[config.mk]
export PLATFORM = sky130hd
export DESIGN_NAME = bin2bcd_seq
export DESIGN_NICKNAME = d
export VERILOG_FILES = /design/src/rtl/bin2bcd_pkg.sv /design/src/rtl/bin2bcd_seq_adj.sv /design/src/rtl/bin2bcd_seq.sv
export SDC_FILE = /design/constraint.sdc
export NUM_CORES = 1
export LEC_CHECK = 0
export ABC_AREA = 1
export CAP_MARGIN = 20
export CORE_MARGIN = 5
export CORE_UTILIZATION = 54
export CTS_CLUSTER_SIZE = 24
export DETAILED_ROUTE_END_ITERATION = 7
export GPL_ROUTABILITY_DRIVEN = 0
export GPL_TIMING_DRIVEN = 1
export PLACE_DENSITY = 0.79
export SYNTH_ARGS = -nofsm -noshare
export SYNTH_HDL_FRONTEND = slang
export SYNTH_SLANG_ARGS = --single-unit
[constraint.sdc]
create_clock -name clk -period 1.78 [get_ports clk]
set_clock_uncertainty 0.1 [all_clocks]
set_input_delay 0.534 -clock clk [delete_from_list [all_inputs] [get_ports clk]]
set_output_delay 0.534 -clock clk [all_outputs]
set_load 0.02 [all_outputs]
[src/rtl/bin2bcd_pkg.sv]
// Shared definitions for the sequential binary-to-BCD converter:
// controller state encoding, largest displayable value and BCD digit width.
package bin2bcd_pkg;

    typedef enum logic [1:0] {
        IDLE  = 2'd0,
        SHIFT = 2'd1,
        DONE  = 2'd2
    } state_t;

    localparam int DEC_MAX = 9999;
    localparam int BCD_W   = 4;

endpackage

[src/rtl/bin2bcd_seq_adj.sv]
// bcd_digit_adj: double-dabble correction for one BCD digit.
// Adds 3 to any digit of 5 or more so the following left shift carries
// correctly into the next decimal digit. Purely combinational.
module bcd_digit_adj
    import bin2bcd_pkg::*;
(
    input  logic [BCD_W-1:0] d,
    output logic [BCD_W-1:0] q
);

    // add-3 correction ahead of the shift
    always_comb begin
        q = d;
        if (d >= BCD_W'(5)) begin
            q = d + BCD_W'(3);
        end
    end

endmodule

[src/rtl/bin2bcd_seq.sv]
// bin2bcd_seq: multi-cycle double-dabble binary-to-BCD converter with a
// valid/ready handshake on both sides. One input bit is consumed per SHIFT
// cycle; the four BCD digits and the overflow flag are registered on the
// edge that enters DONE and then held until the next result, so a display
// fed from them never blanks.
// Build option: define BIN2BCD_SAT_EN to show 9999 whenever the captured
// value exceeds 9999; without it the display shows the value mod 10000.
module bin2bcd_seq
    import bin2bcd_pkg::*;
#(
    parameter int BIN_W  = 14,
    parameter int DIGITS = 4
) (
    input  logic             clk,
    input  logic             reset,
    input  logic             in_valid,
    output logic             in_ready,
    input  logic [BIN_W-1:0] bin,
    output logic             out_valid,
    input  logic             out_ready,
    output logic [BCD_W-1:0] digit_1,
    output logic [BCD_W-1:0] digit_10,
    output logic [BCD_W-1:0] digit_100,
    output logic [BCD_W-1:0] digit_1000,
    output logic             overflow
);

    localparam int BCD_TOT = DIGITS * BCD_W;
    localparam int OUT_TOT = 4 * BCD_W;
    localparam int CNT_W   = (BIN_W > 1) ? $clog2(BIN_W) : 1;

`ifdef BIN2BCD_SAT_EN
    localparam bit SAT_EN = 1'b1;
`else
    localparam bit SAT_EN = 1'b0;
`endif

    state_t             state;
    state_t             state_nxt;
    logic [CNT_W-1:0]   cnt;
    logic [BIN_W-1:0]   bin_sh;
    logic [BIN_W-1:0]   bin_sh_nxt;
    logic [BCD_TOT-1:0] bcd_acc;
    logic [BCD_TOT-1:0] bcd_adj;
    logic [BCD_TOT-1:0] bcd_nxt;
    logic               ovf_cap;
    logic               accept;
    logic               last_shift;

    // Saturate the displayed digits to 9999 when enabled and out of range.
    function automatic logic [OUT_TOT-1:0] sat_digits(input logic [OUT_TOT-1:0] raw,
                                                      input logic ovf);
        if (SAT_EN && ovf) begin
            return {4{BCD_W'(9)}};
        end
        return raw;
    endfunction

    genvar g;
    generate
        for (g = 0; g < DIGITS; g++) begin : g_adj
            bcd_digit_adj u_adj (
                .d (bcd_acc[g*BCD_W +: BCD_W]),
                .q (bcd_adj[g*BCD_W +: BCD_W])
            );
        end
    endgenerate

    // Carry out of the top digit falls off the left end of the shift.
    assign bcd_nxt    = (bcd_adj << 1) | BCD_TOT'(bin_sh[BIN_W-1]);
    assign bin_sh_nxt = bin_sh << 1;

    assign accept     = in_valid && (state == IDLE);
    assign last_shift = (state == SHIFT) && (cnt == '0);
    assign in_ready   = (state == IDLE);
    assign out_valid  = (state == DONE);

    // next-state logic for the handshake/conversion controller
    always_comb begin
        state_nxt = state;
        case (state)
            IDLE:    if (in_valid)   state_nxt = SHIFT;
            SHIFT:   if (cnt == '0)  state_nxt = DONE;
            DONE:    if (out_ready)  state_nxt = IDLE;
            default:                 state_nxt = IDLE;
        endcase
    end

    // state register
    always_ff @(posedge clk) begin
        if (reset) begin
            state <= IDLE;
        end else begin
            state <= state_nxt;
        end
    end

    // shift counter and overflow flag captured alongside the input value
    always_ff @(posedge clk) begin
        if (reset) begin
            cnt     <= '0;
            ovf_cap <= 1'b0;
        end else if (accept) begin
            cnt     <= CNT_W'(BIN_W - 1);
            ovf_cap <= (32'(bin) > 32'(DEC_MAX));
        end else if ((state == SHIFT) && (cnt != '0)) begin
            cnt     <= cnt - 1'b1;
        end
    end

    // working shift registers; only meaningful between accept and DONE
    always_ff @(posedge clk) begin
        if (accept) begin
            bin_sh  <= bin;
            bcd_acc <= '0;
        end else if (state == SHIFT) begin
            bin_sh  <= bin_sh_nxt;
            bcd_acc <= bcd_nxt;
        end
    end

    // result registers, loaded only on the edge that enters DONE
    always_ff @(posedge clk) begin
        if (reset) begin
            {digit_1000, digit_100, digit_10, digit_1} <= '0;
            overflow <= 1'b0;
        end else if (last_shift) begin
            {digit_1000, digit_100, digit_10, digit_1} <=
                sat_digits(bcd_nxt[OUT_TOT-1:0], ovf_cap);
            overflow <= ovf_cap;
        end
    end

endmodule

==> results_dict.tcl, run 1 <==
set metrics [dict create \
    wl_met1_um 2500 \
    setup_tns_ps 0 \
    cts_buffers 5 \
    yosysWarnings 0 \
    drc 0 \
    dp_hpwl_um 4030 \
    drv_slew 0 \
    cts_tree "yes" \
    critPathLaunchType "register" \
    clkSinkCount 54 \
    powerDensity_nw_per_um2 970 \
    dieArea_sq_um 6370 \
    routed_via_density 4.97 \
    top_level_ports 37 \
    hold_ws_ps 365 \
    post-route-period-util_pct 94.3 \
    syn-cell-area_sq_um 2630 \
    hold_start "digit_100[3]" \
    status "finished, final reports clean" \
    row_count 25 \
    p_leak_uw 0.00156 \
    die_h_um 79.8 \
    hold_viol 0 \
    drtAntennaViolNets 0 \
    fmax_mhz 596 \
    rsz0062_at_grt "no" \
    nets 429 \
    wirelength_um 5610 \
    startpoint "state[1]" \
    wl_per_cell_um 11.9 \
    dr.max_layer_used "met4" \
    first_iter_violations 129 \
    ys_types 25 \
    worstPathArrival_ps 1040 \
    clkSlewWorstSetupHoldPaths_ps 90 \
    io_buffers 36 \
    hp-class "reg -> reg" \
    grt_pass1_vias 2161 \
    core_sq_um 4720 \
    die_w_um 79.8 \
    setup_viol 0 \
    worstPathMaxFanout 3 \
    vias 2337 \
    tightest_slew_ps 461 \
    postCtsHoldBufs 0 \
    synthesis.nets 383 \
    synth.area.top_cells "dfxtp_1, nand2_1, edfxtp_1" \
    end_kind "output pin" \
    grt_max_degree 22 \
    critPathKind "reg -> out" \
    clockBufferDepth 2 \
    syn_inst 356 \
    antenna_cells 0 \
    overflow 0 \
    worstReg2RegStart "cnt[0]" \
    layout-drive-gt1-share_pct 8.93 \
    max_slew_margin_pct 69.3 \
    clock_latency_ps 310 \
    period_needed_ps 1680 \
    grt_antenna_before_repair 0 \
    maxCapViolations 0 \
    post-synth-top-area-cell "dfxtp_1" \
    vdd.ir_drop.worst_uv 647 \
    synth_seq_cells 54 \
    htreeDepth 2 \
    start_util_pct 55.7 \
    area_growth_pct 22.5 \
    syn_avg_cell_area_sq_um 7.39 \
    crit_required_ps 1150 \
    grt_pass1_wl_um 9410 \
    wl_met2_um 2710 \
    synth_top_cell_area_share_pct 30.4 \
    grt_usage_pct 18.6 \
    ys_seq_area_share_pct 46.4 \
    met3_length_um 340 \
    cts-root-buf "clkbuf_8" \
    dr.pass1.iters 5 \
]
-- layer usage --
metal  vias to the layer above  track usage, %
li1                       1210               -
met1                      1046            22.8
met2                        75            33.0
met3                         6            3.50
met4                         0            5.74
met5                         -               0
-- through the flow --
step	utilization (%)	total power [uW]	worst slack (ps)	area [sq um]	instances
2_1_floorplan	-	2070	311	2630	356
3_3_place_gp	66.6	2360	-102	3140	462
3_5_place_dp	66.6	2390	-112	3140	462
4_1_cts	68.4	3150	2.27	3230	470
5_1_grt	68.3	3310	5.13	3220	470
6_report	68.3	3130	102	3220	470
-- path summary, 6_finish.rpt --
check / end / slack [ps] / cells after the start
max: out_valid / 100 / 3
min: digit_100[3] / 360 / 2
max reg2reg: digit_1[2] / 280 / 6
min reg2reg: digit_100[3] / 360 / 2
-- worst max-delay path, cell delays in order, from the launching register on --
cell and delay (ps):
dfxtp_1 370, inv_2 40, nor2_1 140, buf_2 200
-- cells in the final DEF, fill, tap and decap left out --
cell	instances
nand2_1	132
inv_1	45
dfxtp_1	40
nor2_1	23
a21oi_1	22
o21ai_0	20
clkdlybuf4s50_1	17
dlygate4sd2_1	17
edfxtp_1	14
nand3_1	13
ha_1	9
buf_4	9
nand4_1	8
clkbuf_8	6
inv_2	4
o21ai_1	3
a21oi_2	3
buf_12	3
nor2_2	2
nor2_4	2
nand2_2	2
nor2_8	1
nand3_4	1
nand3b_1	1
nor3_1	1
xor2_1	1
clkbuf_1	1
clkbuf_16	1
clkbuf_2	1
buf_2	1
-- timing repair --
item,in CTS,in global routing
resized for setup,23,1
pin swaps,0,0
buffers inserted,0,0
gates cloned,0,0
setup endpoints to repair,19,1
-- layout make-up --
| cell class | instances | area [sq um] |
|---|---|---|
| multi-input cells | 244 | 1170 |
| flip-flops and latches | 54 | 1220 |
| well taps | 67 | 83.8 |
| clock buffers | 8 | 111 |
| inverters | 49 | 184 |
| repair buffers | 48 | 457 |
| fillers | 395 | 1500 |
-- cell usage after synthesis --
cell type and instances:
nand4_1 8, nand2_2 2, nand2_1 132, nor2_4 2, o21ai_1 3, ha_1 9, edfxtp_1 14, a21oi_1 22
clkbuf_1 2, nand3b_1 1, dfxtp_1 40, nor2_1 23, o21ai_0 20, buf_4 2, nand3_4 1, buf_6 2
buf_2 3, a21oi_2 3, nor3_1 1, xor2_1 1, inv_1 45, nor2_8 1, inv_2 4, nand3_1 13
nor2_2 2
-- power breakdown --
| group | switching, uW | total, uW | internal [uW] |
|---|---|---|---|
| clock network | 396 | 799 | 403 |
| logic | 496 | 810 | 314 |
| registers | 84.2 | 1520 | 1440 |
| total | 976 | 3130 | 2150 |
-- cell families (layout without fill, tap and decap cells) --
kind of cell / Yosys count / count (layout) / synth area share (%)
flip-flops: 54 / 54 / 46.4
AND/OR/NAND/NOR: 186 / 186 / 30.2
buffers and inverters: 58 / 105 / 9.27
adder cells (fa/ha/maj): 9 / 9 / 4.28
XOR/XNOR: 1 / 1 / 0.333
AO/OA/AOI/OAI: 48 / 48 / 9.55
-- flip-flops by register name, indices dropped and copies added, names as in the netlist --
name and cells:
bcd_acc 16, bin_sh 14, cnt 4, digit_1 4
digit_10 4, digit_100 4, digit_1000 4, overflow 1
ovf_cap 1, state 2
No activity file was read; power rests on OpenSTA's default activity.
==> run 2: changes to the inputs <==
Settings changed: CORE_UTILIZATION 54 to 35, PLACE_DENSITY 0.79 to unset.
==> run 2 against run 1 <==
  * Die area grew 47%
  * Clock-buffer cell count shrank 2
  * Sequential share of layout area shrank 0.19 points
  * Non-clock buffer count is the same
  * Combinational power is essentially flat
  * Total power shrank 4.4%
  * Largest power group unchanged
  * Critical path type unchanged
  * Global-route usage shrank 5.7 points
  * Sequential power is essentially flat
  * Highest routed layer unchanged
  * Fmax shrank 2.9%
  * Largest cell class unchanged
==> results_dict.tcl, run 2 (synthesis gave the netlist of run 1 again) <==
set metrics [dict create \
    start_util_pct 36.1 \
    p_comb_share_pct 27.1 \
    grt_pass1_vias 2235 \
    gr-usage-met3_pct 3.53 \
    period_needed_ps 1730 \
    tightest_slew_ps 477 \
    worst_slack_ps 52.0 \
    status "finished, final reports clean" \
    die_h_um 96.7 \
    drv_slew 0 \
    p_leak_uw 0.00154 \
    p_sw_uw 963 \
    regMostFlops "bcd_acc" \
    postCtsHoldBufs 0 \
    layout-drive-gt1-share_pct 8.68 \
    htreeDepth 2 \
    layout_commonest_cell "nand2_1" \
    postCtsSetupBuffers 0 \
    vdd.ir_drop.worst_uv 372 \
    critPathKind "reg -> out" \
    hp-class "reg -> reg" \
    rsz0062_at_grt "no" \
    fmax_mhz 579 \
    swShare_pct 32.2 \
    post-route-period-util_pct 97.1 \
    largest_reg_flops 16 \
    grt_pass1_wl_um 10200 \
    overflow 0 \
    nets 429 \
    reg_top3 "bcd_acc: 16 flops, bin_sh: 14 flops" \
    seq_power_share_pct 50.7 \
    powerDensity_nw_per_um2 923 \
    vias 2296 \
    worstPathArrival_ps 1090 \
    end_kind "output pin" \
    cts-root-buf "clkbuf_8" \
    clock_latency_ps 300 \
    io_buffers 36 \
    cts_tree "yes" \
    p_int_uw 2030 \
    drc 0 \
    dieArea_sq_um 9360 \
    first_iter_violations 99 \
    max_slew_margin_pct 68.2 \
    n_fill_cell 795 \
    wirelength_um 5820 \
    use_met1_pct 17.8 \
    crit_required_ps 1150 \
    pwr-share-clk_pct 22.1 \
    critPathLaunchType "register" \
    regArea_sq_um 1220 \
    pre_cts_slack_ps -109 \
    antenna_cells 0 \
    clockBufferDepth 2 \
    final_cell_mix "nand2_1, inv_1, dfxtp_1" \
    dp_hpwl_um 4210 \
    row_count 31 \
    setup_viol 0 \
    grt-busiest-layer "met2" \
    area_growth_pct 23.1 \
    multi_input_area_sq_um 1170 \
    wl_per_cell_um 11.6 \
    core_sq_um 7290 \
    cts_buffers 5 \
    routed_via_density 4.57 \
    dr.pass1.iters 4 \
    clkSlewWorstSetupHoldPaths_ps 100 \
    drtAntennaViolNets 0 \
    grt_antenna_before_repair 0 \
    grt_usage_pct 13.0 \
    top_level_ports 37 \
    hold_ws_ps 368 \
    clkSinkCount 54 \
    grtUsageMet2_pct 20.5 \
    worstPathMaxFanout 3 \
    maxCapViolations 0 \
    grt_max_degree 22 \
    hold_viol 0 \
    die_w_um 96.7 \
]
## run 2: cell types whose count changed in the layout (fill, tap and decap cells not counted), sizes merged
cell,change
clkinv,+2
clkdlybuf4s15,+1
clkbuf,-3
## run 2: critical path, cell delays in order (launching register included)
cell and delay [ps]:
dfxtp_1 340, nor2_1 170, clkdlybuf4s15_2 290
## run 2: repair_timing
action | in CTS | in global routing
setup endpoints to repair | 19 | 1
pin swaps | 0 | 0
resized for setup | 23 | 1
## run 2: final cells by class
class	instances	area share, %
repair buffers	48	14.3
clock buffers	6	2.24
inverters	49	5.68
clock inverters	2	0.270
well taps	99	3.82
multi-input cells	244	36.0
flip-flops and latches	54	37.7
## run 2: path summary, 6_finish.rpt
path                                  from  slack (ps)  cells after the start       endpoint
worst max-delay path              state[0]          50                      2       in_ready
worst min-delay path            digit_1[3]         370                      2     digit_1[3]
worst max register to register      cnt[0]         240                      8  digit_1000[0]
worst min register to register  digit_1[3]         370                      2     digit_1[3]
## run 2: per-stage QoR
stage / utilization [%] / instance area (sq um) / TNS (ps) / power (uW) / instances
after floorplan: - / 2630 / 0 / 2070 / 356
after global placement: 43.7 / 3180 / -1810 / 2380 / 494
after detailed placement: 43.7 / 3180 / -2250 / 2390 / 494
after CTS: 44.5 / 3250 / 0 / 3030 / 502
after global routing: 44.4 / 3240 / 0 / 3210 / 502
final: 44.4 / 3240 / 0 / 2990 / 502
## run 2: metal layers
metal	share of wire (%)	vias up
met4	0.46	0
met5	0	-
met1	49	1017
met2	44	70
li1	-	1207
met3	6.7	2
## run 2: power by group through the flow
stage	sequential (uW)	combinational [uW]	clock, uW
floorplan	1580	494	0
global placement	1540	838	0
detailed placement	1550	849	0
CTS	1520	824	689
global route	1540	931	738
finish	1520	812	662
==> run 3: changes to the inputs <==
Settings changed: CORE_UTILIZATION 35 to 50, PLACE_DENSITY set to 0.74, SLEW_MARGIN set to 15.
==> run 3 against run 2 <==
  * Total power increased by 0.23%
  * Die area shrank 27%
  * Final cell count decreased by 5.4%
==> results_dict.tcl, run 3 (synthesis gave the netlist of run 1 again) <==
set metrics [dict create \
    setup_viol 0 \
    setup_tns_ps 0 \
    final_cell_mix "nand2_1, inv_1, dfxtp_1" \
    reg_top3 "bcd_acc: 16 flops, bin_sh: 14 flops" \
    hold_viol 0 \
    dr.pass1.iters 4 \
    cts_tree "yes" \
    row_count 26 \
    dieArea_sq_um 6820 \
    end_kind "output pin" \
    largest_reg_flops 16 \
    reg2reg_to "digit_100[0]" \
    cts_buffers 5 \
    io_buffers 36 \
    max_slew_margin_pct 67.6 \
    clock_latency_ps 300 \
    status "finished, final reports clean" \
    fmax_mhz 585 \
    tightest_slew_ps 486 \
    worstPathBufferInverterCount 1 \
    wirelength_um 5750 \
    slowest_delay_ps 340 \
    overflow 0 \
    grt_usage_pct 18.2 \
    critPathKind "reg -> out" \
    top_level_ports 37 \
    power_uw 3000 \
    vdd.ir_drop.worst_uv 426 \
    layout-drive-gt1-share_pct 9.38 \
    rsz0062_at_grt "no" \
    clkSlewWorstSetupHoldPaths_ps 90 \
    crit_family "flip-flops" \
    die_h_um 82.6 \
    critPathLaunchType "register" \
    post-route-period-util_pct 96.0 \
    hold_depth 2 \
    p_leak_uw 0.00155 \
    start_util_pct 51.5 \
    layout_commonest_cell "nand2_1" \
    htreeDepth 2 \
    hold_path_end "ovf_cap" \
    dp_hpwl_um 4220 \
    grt_pass1_wl_um 9680 \
    vias 2339 \
    r2r_cells 8 \
    first_iter_violations 131 \
    cts-root-buf "clkbuf_8" \
    grt_antenna_before_repair 0 \
    hold_start "ovf_cap" \
    drc 0 \
    wl_per_cell_um 12.1 \
    hold_ws_ps 373 \
    hp-class "reg -> reg" \
    utilization_pct 62.8 \
    core_sq_um 5110 \
    clkSinkCount 54 \
    drv_slew 0 \
    worstReg2RegStart "cnt[0]" \
    worstPathMaxFanout 3 \
    clockBufferDepth 2 \
    n_fill_cell 475 \
    antenna_cells 0 \
    maxCapViolations 0 \
    regMostFlops "bcd_acc" \
    slowest_stage "dfxtp_1" \
    period_needed_ps 1710 \
    worstPathArrival_ps 1070 \
    die_w_um 82.6 \
    grt_pass1_vias 2275 \
    crit_required_ps 1150 \
    grt_max_degree 22 \
    drtAntennaViolNets 0 \
    reg2reg_slack_ps 220 \
    powerDensity_nw_per_um2 934 \
    nets 431 \
    routed_via_density 4.92 \
    area_growth_pct 21.9 \
    path_cells "nor2_2 > clkdlybuf4s15_2" \
]
[run 3: cell types whose count changed in the layout (fill, tap and decap cells not counted)]
cell and change:
buf_12 -1, buf_4 +3, nor2_1 -1, nor2_2 +1
[run 3: layout make-up]
class / count / area, sq um / area share, %
multi-input cells: 244 / 1170 / 36.5
clock buffers: 6 / 72.6 / 2.26
clock inverters: 2 / 8.76 / 0.273
well taps: 70 / 87.6 / 2.73
repair buffers: 50 / 465 / 14.5
inverters: 49 / 184 / 5.73
flip-flops and latches: 54 / 1220 / 38.1
[run 3: worst max path at each step]
stage                        start         end  slack, ps  cells past startpoint
after CTS                 state[0]    in_ready         10                      2
after floorplan           state[1]  bin_sh[13]        310                      5
after global routing      state[1]   out_valid         10                      3
after detailed placement  in_valid   bin_sh[9]       -130                      6
final                     state[0]    in_ready         70                      2
after global placement    in_valid  bin_sh[10]       -110                      6
[run 3: repair_timing]
item | 4_1_cts | 5_1_grt
hold buffers | 0 | 0
resized for setup | 24 | 1
pin swaps | 0 | 0
endpoints found under the setup margin | 19 | 1
setup buffers | 0 | 0
[run 3: layer usage]
metal	track usage (%)	vias up	part of all wire [%]
met4	6.37	0	1.5
li1	-	1219	-
met1	21.5	1049	46
met5	0	-	0
met3	4.01	10	5.6
met2	32.3	61	47
[run 3: per-stage QoR]
stage	cell area, sq um	instances	setup WS [ps]
finish	3210	475	71.4
floorplan	2630	356	311
detailed placement	3150	467	-133
global route	3210	475	15.0
global placement	3150	467	-109
CTS	3210	475	12.7
[run 3: where the power goes]
group / internal [uW] / switching (uW)
Clock: 272 / 387
Sequential: 1440 / 81.3
Combinational: 322 / 499
Total: 2030 / 968
[run 3: worst register-to-register path: stages (launching register included)]
cell	delay [ps]
dfxtp_1	310
inv_1	120
ha_1	300
nand2_2	130
nor2_4	120
buf_4	190
nand3_1	90
nand2_1	70
inv_1	40
